**src/rtl/branch_resolver.sv**
```systemverilog
// Branch resolver: keeps a program counter, captures comparator flags and
// resolves conditional branches against them, waiting a bounded number of
// cycles for flags when a branch arrives before its comparison result.
module branch_resolver #(
    parameter logic [7:0]  PC_RESET   = 8'h00,
    parameter int unsigned WAIT_LIMIT = 15
) (
    input  logic       clk,
    input  logic       reset,
    input  logic       cmp_valid,
    input  logic [7:0] cmp_result,
    input  logic       step,
    input  logic       br_valid,
    input  logic [2:0] br_cond,
    input  logic [7:0] br_target,
    output logic       br_ready,
    output logic [7:0] pc,
    output logic       pc_load,
    output logic [2:0] flags,
    output logic       flags_vld,
    output logic       flag_err,
    output logic       timeout
);

    // Branch condition codes
    localparam logic [2:0] CondNever  = 3'b000;
    localparam logic [2:0] CondAlways = 3'b001;
    localparam logic [2:0] CondEq     = 3'b010;
    localparam logic [2:0] CondNe     = 3'b011;
    localparam logic [2:0] CondLt     = 3'b100;
    localparam logic [2:0] CondGt     = 3'b101;
    localparam logic [2:0] CondLe     = 3'b110;
    localparam logic [2:0] CondGe     = 3'b111;

    // Last wait-counter value before the wait is abandoned
    localparam logic [7:0] WaitLast = 8'(WAIT_LIMIT - 1);

    typedef enum logic [1:0] {
        StIdle,
        StWaitFlags,
        StResolve
    } state_e;

    state_e     state_q, state_d;
    logic [7:0] pc_q, pc_d;
    logic       pc_load_q, pc_load_d;
    logic [2:0] flags_q, flags_d;
    logic       flags_vld_q, flags_vld_d;
    logic       flag_err_q, flag_err_d;
    logic       timeout_q, timeout_d;
    logic [7:0] wait_cnt_q, wait_cnt_d;
    logic [2:0] cond_q, cond_d;
    logic [7:0] target_q, target_d;

    logic       cmp_ok;
    logic       cmp_bad;
    logic       br_needs_flags;
    logic       cond_hit;

    // Evaluate a condition code against {GT,LT,EQ} flags
    function automatic logic cond_true(input logic [2:0] cond, input logic [2:0] f);
        logic r;
        r = 1'b0;
        unique case (cond)
            CondNever:  r = 1'b0;
            CondAlways: r = 1'b1;
            CondEq:     r = f[0];
            CondNe:     r = ~f[0];
            CondLt:     r = f[1];
            CondGt:     r = f[2];
            CondLe:     r = f[0] | f[1];
            CondGe:     r = f[0] | f[2];
        endcase
        return r;
    endfunction

    // Classify the comparator byte: upper bits clear and exactly one flag set
    always_comb begin
        cmp_ok  = 1'b0;
        cmp_bad = 1'b0;
        if (cmp_valid) begin
            if ((cmp_result[7:3] == 5'b0_0000) &&
                ((cmp_result[2:0] == 3'b001) ||
                 (cmp_result[2:0] == 3'b010) ||
                 (cmp_result[2:0] == 3'b100))) begin
                cmp_ok = 1'b1;
            end else begin
                cmp_bad = 1'b1;
            end
        end
    end

    // Only never/always branches can resolve without flags
    assign br_needs_flags = (br_cond != CondNever) && (br_cond != CondAlways);
    assign cond_hit       = cond_true(cond_q, flags_q);

    // Next-state logic for the FSM, pc and flag capture
    always_comb begin
        state_d     = state_q;
        pc_d        = pc_q;
        pc_load_d   = 1'b0;
        flags_d     = flags_q;
        flags_vld_d = flags_vld_q;
        flag_err_d  = flag_err_q;
        timeout_d   = 1'b0;
        wait_cnt_d  = wait_cnt_q;
        cond_d      = cond_q;
        target_d    = target_q;

        // Flag capture is independent of the branch state
        if (cmp_ok) begin
            flags_d     = cmp_result[2:0];
            flags_vld_d = 1'b1;
        end
        if (cmp_bad) begin
            flag_err_d = 1'b1;
        end

        unique case (state_q)
            StIdle: begin
                if (br_valid) begin
                    cond_d     = br_cond;
                    target_d   = br_target;
                    wait_cnt_d = 8'd0;
                    if (!br_needs_flags || flags_vld_q || cmp_ok) begin
                        state_d = StResolve;
                    end else begin
                        state_d = StWaitFlags;
                    end
                end else if (step) begin
                    pc_d = pc_q + 8'd1;
                end
            end

            StWaitFlags: begin
                if (cmp_ok) begin
                    state_d    = StResolve;
                    wait_cnt_d = 8'd0;
                end else if (wait_cnt_q == WaitLast) begin
                    timeout_d  = 1'b1;
                    state_d    = StIdle;
                    wait_cnt_d = 8'd0;
                end else begin
                    wait_cnt_d = wait_cnt_q + 8'd1;
                end
            end

            StResolve: begin
                if (cond_hit) begin
                    pc_d      = target_q;
                    pc_load_d = 1'b1;
                end else begin
                    pc_d = pc_q + 8'd1;
                end
                // Consumed flags are retired, but a fresh result arriving now wins
                if ((cond_q != CondNever) && (cond_q != CondAlways) && !cmp_ok) begin
                    flags_vld_d = 1'b0;
                end
                state_d = StIdle;
            end

            default: begin
                state_d = StIdle;
            end
        endcase
    end

    // State registers with synchronous reset
    always_ff @(posedge clk) begin
        if (reset) begin
            state_q     <= StIdle;
            pc_q        <= PC_RESET;
            pc_load_q   <= 1'b0;
            flags_q     <= 3'b000;
            flags_vld_q <= 1'b0;
            flag_err_q  <= 1'b0;
            timeout_q   <= 1'b0;
            wait_cnt_q  <= 8'd0;
            cond_q      <= 3'b000;
            target_q    <= 8'h00;
        end else begin
            state_q     <= state_d;
            pc_q        <= pc_d;
            pc_load_q   <= pc_load_d;
            flags_q     <= flags_d;
            flags_vld_q <= flags_vld_d;
            flag_err_q  <= flag_err_d;
            timeout_q   <= timeout_d;
            wait_cnt_q  <= wait_cnt_d;
            cond_q      <= cond_d;
            target_q    <= target_d;
        end
    end

    assign br_ready  = (state_q == StIdle);
    assign pc        = pc_q;
    assign pc_load   = pc_load_q;
    assign flags     = flags_q;
    assign flags_vld = flags_vld_q;
    assign flag_err  = flag_err_q;
    assign timeout   = timeout_q;

endmodule

```
**config.mk**
```make
export PLATFORM = sky130hd
export DESIGN_NAME = branch_resolver
export DESIGN_NICKNAME = d
export VERILOG_FILES = /design/src/rtl/branch_resolver.sv
export SDC_FILE = /design/constraint.sdc
export NUM_CORES = 1
export LEC_CHECK = 0
export BUFFER_PORTS_ARGS = -buffer_cell sky130_fd_sc_hd__clkbuf_2
export CORE_UTILIZATION = 47
export CTS_CLUSTER_SIZE = 12
export DETAILED_ROUTE_END_ITERATION = 8
export GPL_TIMING_DRIVEN = 0
export PLACE_DENSITY = 0.85
export SLEW_MARGIN = 20
export SYNTH_ARGS = -nofsm -noshare
export SYNTH_HDL_FRONTEND = slang
export SYNTH_SLANG_ARGS = --single-unit
```
**constraint.sdc**
```tcl
create_clock -name clk -period 1.69 [get_ports clk]
set_clock_uncertainty 0.05 [all_clocks]
set_input_delay 0.2535 -clock clk [delete_from_list [all_inputs] [get_ports clk]]
set_output_delay 0.2535 -clock clk [all_outputs]
set_load 0.05 [all_outputs]
```
== Word-level counts from Yosys, hierarchy flattened ==
Cells that the tools add are included.

* Register bits: 36
* Bits of input ports: 24
* Output and inout bits: 16
* Word-level logic and storage cells: 82

* Add/subtract/negate cells: 2
* Eq/ne operators: 19
* Mux-type cells: 23
* Bitwise logic cells: 5
* Reduce and logical (&&, ||, !) cells: 23

{| class="wikitable"
|+ Operators by type and width
! kind !! number
|-
| 8-bit 2-to-1 mux || 6
|-
| 8-bit case mux with 2 select lines || 2
|-
| 8-bit by 1-bit adder with 8-bit output, second input constant || 2
|-
| 3-bit equality test, second input constant || 5
|-
| 3-bit by 2-bit equality test with 1-bit output, second input constant || 3
|-
| 1-bit 2-to-1 mux || 9
|-
| 8-bit by 4-bit equality test with 1-bit output, second input constant || 1
|-
| 2-bit 2-to-1 mux || 4
|-
| 1-bit case mux with 8 select lines || 1
|-
| 3-bit by 1-bit equality test with 1-bit output, second input constant || 2
|-
| 2-bit != test, second input constant || 3
|-
| 3-bit by 1-bit != test with 1-bit output, second input constant || 2
|-
| 2-bit AND reduction || 3
|-
| 3-bit nonzero test || 2
|-
| 5-bit logical NOT || 1
|-
| 1-bit logical AND || 4
|-
| 1-bit logical OR || 4
|-
| 2-bit case mux with 2 select lines || 1
|-
| 2-bit nonzero test || 2
|-
| 3-bit logical NOT || 1
|-
| 3-bit != test, second input constant || 1
|-
| 1-bit inverter || 3
|-
| 3-bit AND reduction || 1
|-
| 3-bit OR reduction || 1
|-
| 6 further kinds || 8
|}

== Logic depth before layout (Yosys ltp) ==
* Depth in word-level cells: 10
* Mapped depth: 7
* Gate-level depth less buffers: 7

== Least setup slack after synthesis ==
No wires, ideal clock.

* Path type: register to register
* Start: register pc_q[0], in the netlist pc[0]
* End: register pc_q[6], in the netlist pc[6]
* Library setup time: 75 ps
* Arrival time: 1881 ps
* Data required time: 1565 ps
* Path slack: -316 ps
* Cell stages (with the launch flop): 6
* Path buffers: 0
* Period minus slack after synthesis: 2006 ps
* Cell sequence: dfxtp_1 -> ha_1 -> nand3_1 -> or2_2 -> or4_1 -> a31oi_1

* Longest elaborated chain between the ends: 4
* Elaborated cells between the ends (all ways): 5
* Classes of those cells: add/sub: 1; mux: 4

{| class="wikitable"
|+ Ends and longest elaborated chain
! what !! RTL line !! text
|-
| from (decl) || 45 || <nowiki>logic [7:0] pc_q, pc_d;</nowiki>
|-
| from (signal assigned) || 183 || <nowiki>pc_q <= pc_d;</nowiki>
|-
| 8-bit by 1-bit adder with 8-bit output * || 131, 153 ||
|-
| 8-bit 2-to-1 mux || 130 || <nowiki>end else if (step) begin</nowiki>
|-
| 8-bit 2-to-1 mux || 121 || <nowiki>if (br_valid) begin</nowiki>
|-
| 8-bit case mux with 2 select lines * || 119 || <nowiki>unique case (state_q)</nowiki>
|}

Mark *: on every way between the ends. The rest lies on a longest branch, timed or not. The select of a mux whose other input is x is not followed.
A chain may end at the register's enable or synchronous reset.

== Final worst setup path ==
* Start: register wait_cnt_q[0]
* End: register wait_cnt_q[6]

* Longest elaborated chain between the ends: 4
* Elaborated cells between the ends (all ways): 5
* Classes of those cells: add/sub: 1; eq/ne: 1; mux: 3

{| class="wikitable"
|+ Ends and longest elaborated chain
! what !! RTL line !! text
|-
| from (decl) || 51 || <nowiki>logic [7:0] wait_cnt_q, wait_cnt_d;</nowiki>
|-
| from (signal assigned) || 189 || <nowiki>wait_cnt_q <= wait_cnt_d;</nowiki>
|-
| 8-bit by 1-bit adder with 8-bit output / 8-bit by 4-bit equality test with 1-bit output (equally long branches) || 144, 139 ||
|-
| 8-bit 2-to-1 mux * || 139 || <nowiki>end else if (wait_cnt_q == WaitLast) begin</nowiki>
|-
| 8-bit 2-to-1 mux * || 136 || <nowiki>if (cmp_ok) begin</nowiki>
|-
| 8-bit case mux with 2 select lines * || 119 ||
|}

Mark *: on every way between the ends. The rest lies on a longest branch, timed or not.

==> summary.md <==
The routed via count divided by cell count was 5.437. The number of detailed-route iterations in the first pass is 5, and the remaining design rule violation count is 0. The floorplan step set the die width to 62.42 µm.

The aggregate routed wire length was 3985 µm. The tools report the type of element capturing the critical path as a register. Entering global routing, the biggest net connects 12 pins. The wire length per cell after detailed routing was 12.90 µm. After floorplanning, the core was divided into 21 placement rows.

TritonCTS built the clock tree. The library cells used most frequently in the layout, excluding fill and tap cells, are nand2_1 (45), clkbuf_2 (38), dfxtp_1 (21). Via count of the first global-routing pass: 1,462. Count of buffers from port buffering: 38. The half-perimeter wire length after placement is 2767 µm. 0 antenna diodes ended up in the layout. The per-instance average area after synthesis works out to 8.016 µm².

The worst hold path belongs to the class in2reg. After routing, the total negative slack on setup checks comes to 0 ps. The distinct cell type count after synthesis was 40.

The flow ran to the end, and the final reports show no timing, DRC or antenna violations. Flip-flop and latch count after synthesis: 36. The number of max-cap violations is 0, and the portion of the clock cycle consumed by the worst path in the final layout is 0.9777.

The synthesized design contains 0 enable-type register cells. The worst endpoint required time was 1910 ps; the transition at the pin with the smallest max-transition slack was 597.9 ps. The worst ir drop on vdd came out at 526.2 µV. Startpoint class of the critical path: a register.

For the largest buffer count on any clock path, the log shows 2. In the synthesized netlist the dominant register cell turns out to be dfxtp_1. For this design the static power due to leakage is 0.8215 nW. The floorplan step defined a die boundary enclosing 3896 µm². Data arrives at the worst endpoint at 1870 ps.

The worst setup path is of the reg2reg kind. The vias after detailed routing was 1,680; the number of levels the H-tree was split into was 2. The relative area change from synthesis to final layout is 26.26%.

The logs give 0.6014 for the worst-case headroom to the max-slew limit and 605.2 MHz for the achievable frequency. Buffers inserted during clock tree synthesis total 5. The core region is 3416 µm². The tools report the initial cell density of the core as 0.5022. Clock-pin slew was measured on the worst setup and hold paths at 120 ps. The aggregate global-route resource usage was 0.2102. The total setup violations reported at the end of the flow was 0.

The gate count after technology mapping was 214. The smallest clock period supported by the final layout is computed as 1652 ps. The share of async-settable or async-resettable flops after synthesis came out at 0. The library cell used most frequently in the layout, excluding fill and tap cells, is nand2_1. The die is 62.42 µm tall. Setup repair after global routing could not meet its margin everywhere.

Counting every net in the synthesized netlist gives 241. The final cell utilization of the core came out at 0.6341. The Yosys step of the flow raised 0 warnings. The final layout contains 289 nets. The later pin in the worst-skew pair is clocked with a latency of 350 ps. The first-pass GRT wire length was 6444 µm; the first-iteration detailed-routing DRC count was 97.

The tightest hold path in the finished design has a slack of 59.92 ps. Routability-driven placement finished with a final weighted congestion of 0.8319. The number of max-slew violations in the final report was 0; the total overflow reported by the global router was 0. The tools report the antenna violation net count after detailed routing as 0. The number of antenna violations at the first check in global routing came out at 0.

Synthesized cell area: 1715 µm². Share of final-layout standard cells stronger than drive strength 1: 0.3232. For the count of final hold-check violations, the log shows 0. Post-cts hold buffer count: 0. CTS placed an instance of clkbuf_4 at the clock tree root.

Along the worst path, the maximum fanout reaches 3. Number of I/O pins: 40. The TritonCTS sink count was 36. The power density over the cells is 827.6 nW/µm², and the sequential cell area fraction in the yosys report is 0.4201.
## routing by layer
layer  global-route usage  part of all wire  vias up
li1                     -                 -      851
met1               0.2509              0.44      780
met3              0.05109             0.042        8
met2               0.3601              0.50       41
met5                    0                 0        -
met4              0.08430             0.018        0
## Yosys cell counts, types with 2 or more instances
cell,n,area [µm²]
a21oi_1,20,100.1
nand3b_1,2,15.01
buf_2,3,15.01
a21oi_2,2,17.52
nand3_1,13,65.06
a31oi_1,7,43.79
a22oi_1,6,45.04
and2_1,2,12.51
or2_2,2,12.51
o21bai_1,2,15.01
nor2b_1,3,18.77
clkbuf_1,6,22.52
nor3_1,4,20.02
xor2_1,2,17.52
ha_1,3,37.54
or3_1,3,18.77
dfxtp_1,36,720.7
xnor2_1,2,17.52
or4_1,6,45.04
nand2b_1,2,12.51
o21ai_0,4,20.02
nand2_1,45,168.9
a21o_1,2,15.01
nor2_1,21,78.83
## flip-flops by register name, summed over array words and instances, names as in the netlist
register    cells
flags           3
flags_vld       1
pc_load         1
pc              8
state_q         2
target_q        8
flag_err        1
wait_cnt_q      8
timeout         1
cond_q          3
## final timing paths
check	start	endpoint	depth (start not counted)	slack, ps
worst max-delay path	wait_cnt_q[0]	wait_cnt_q[6]	8	40
worst min register to register	target_q[1]	pc[1]	2	410
worst max register to register	wait_cnt_q[0]	wait_cnt_q[6]	8	40
worst min-delay path	br_cond[0]	cond_q[0]	3	60
## area by class of cell
cell class                      count  area [µm²]
Buffer                              9       43.79
Clock buffer                        6       41.29
Clock inverter                      2       35.03
Fill cell                         292        1250
Inverter                            1       3.754
Multi-Input combinational cell    167        1020
Sequential cell                    36       744.5
Tap cell                           46       57.56
Timing Repair Buffer               42       220.2
## logic make-up after synthesis
group,count (synthesis),synth area share
buffers and inverters,11,0.02625
AO/OA/AOI/OAI,50,0.1933
flip-flops,36,0.4201
XOR/XNOR,4,0.02043
AND/OR/NAND/NOR,110,0.3180
adder cells (fa/ha/maj),3,0.02188
## critical path, cell delays in order (launching register included)
cell and delay, ps:
dfxtp_2 380, buf_4 130, inv_1 50, ha_1 190, nand3_1 160, o21ai_4 100
buf_4 160, a211o_1 230, a21oi_2 140
## through the flow
| stage | instances | instance area (µm²) | setup WS, ps | power (mW) |
|---|---|---|---|---|
| 6_report | 309 | 2166 | 37.75 | 1.792 |
| 5_1_grt | 309 | 2166 | -22.76 | 1.876 |
| 4_1_cts | 309 | 2083 | 1.782 | 1.785 |
| 3_5_place_dp | 298 | 1976 | -63.48 | 1.182 |
| 3_3_place_gp | 298 | 1976 | -35.34 | 1.176 |
| 2_1_floorplan | 214 | 1728 | -98.19 | 1.100 |
## power by group
group	leakage, nW	switching [mW]	internal (mW)
Combinational	0.479	0.172	0.0992
Clock	0.0422	0.292	0.310
Sequential	0.300	0.0352	0.883
Total	0.822	0.500	1.29
## what timing repair did
action | 4_1_cts | 5_1_grt
pin swaps | 2 | 2
gates resized for setup | 5 | 19
endpoints found under the setup margin | 4 | 12
buffers inserted | 3 | 1
Note: power is estimated with default switching activity, not from simulation.
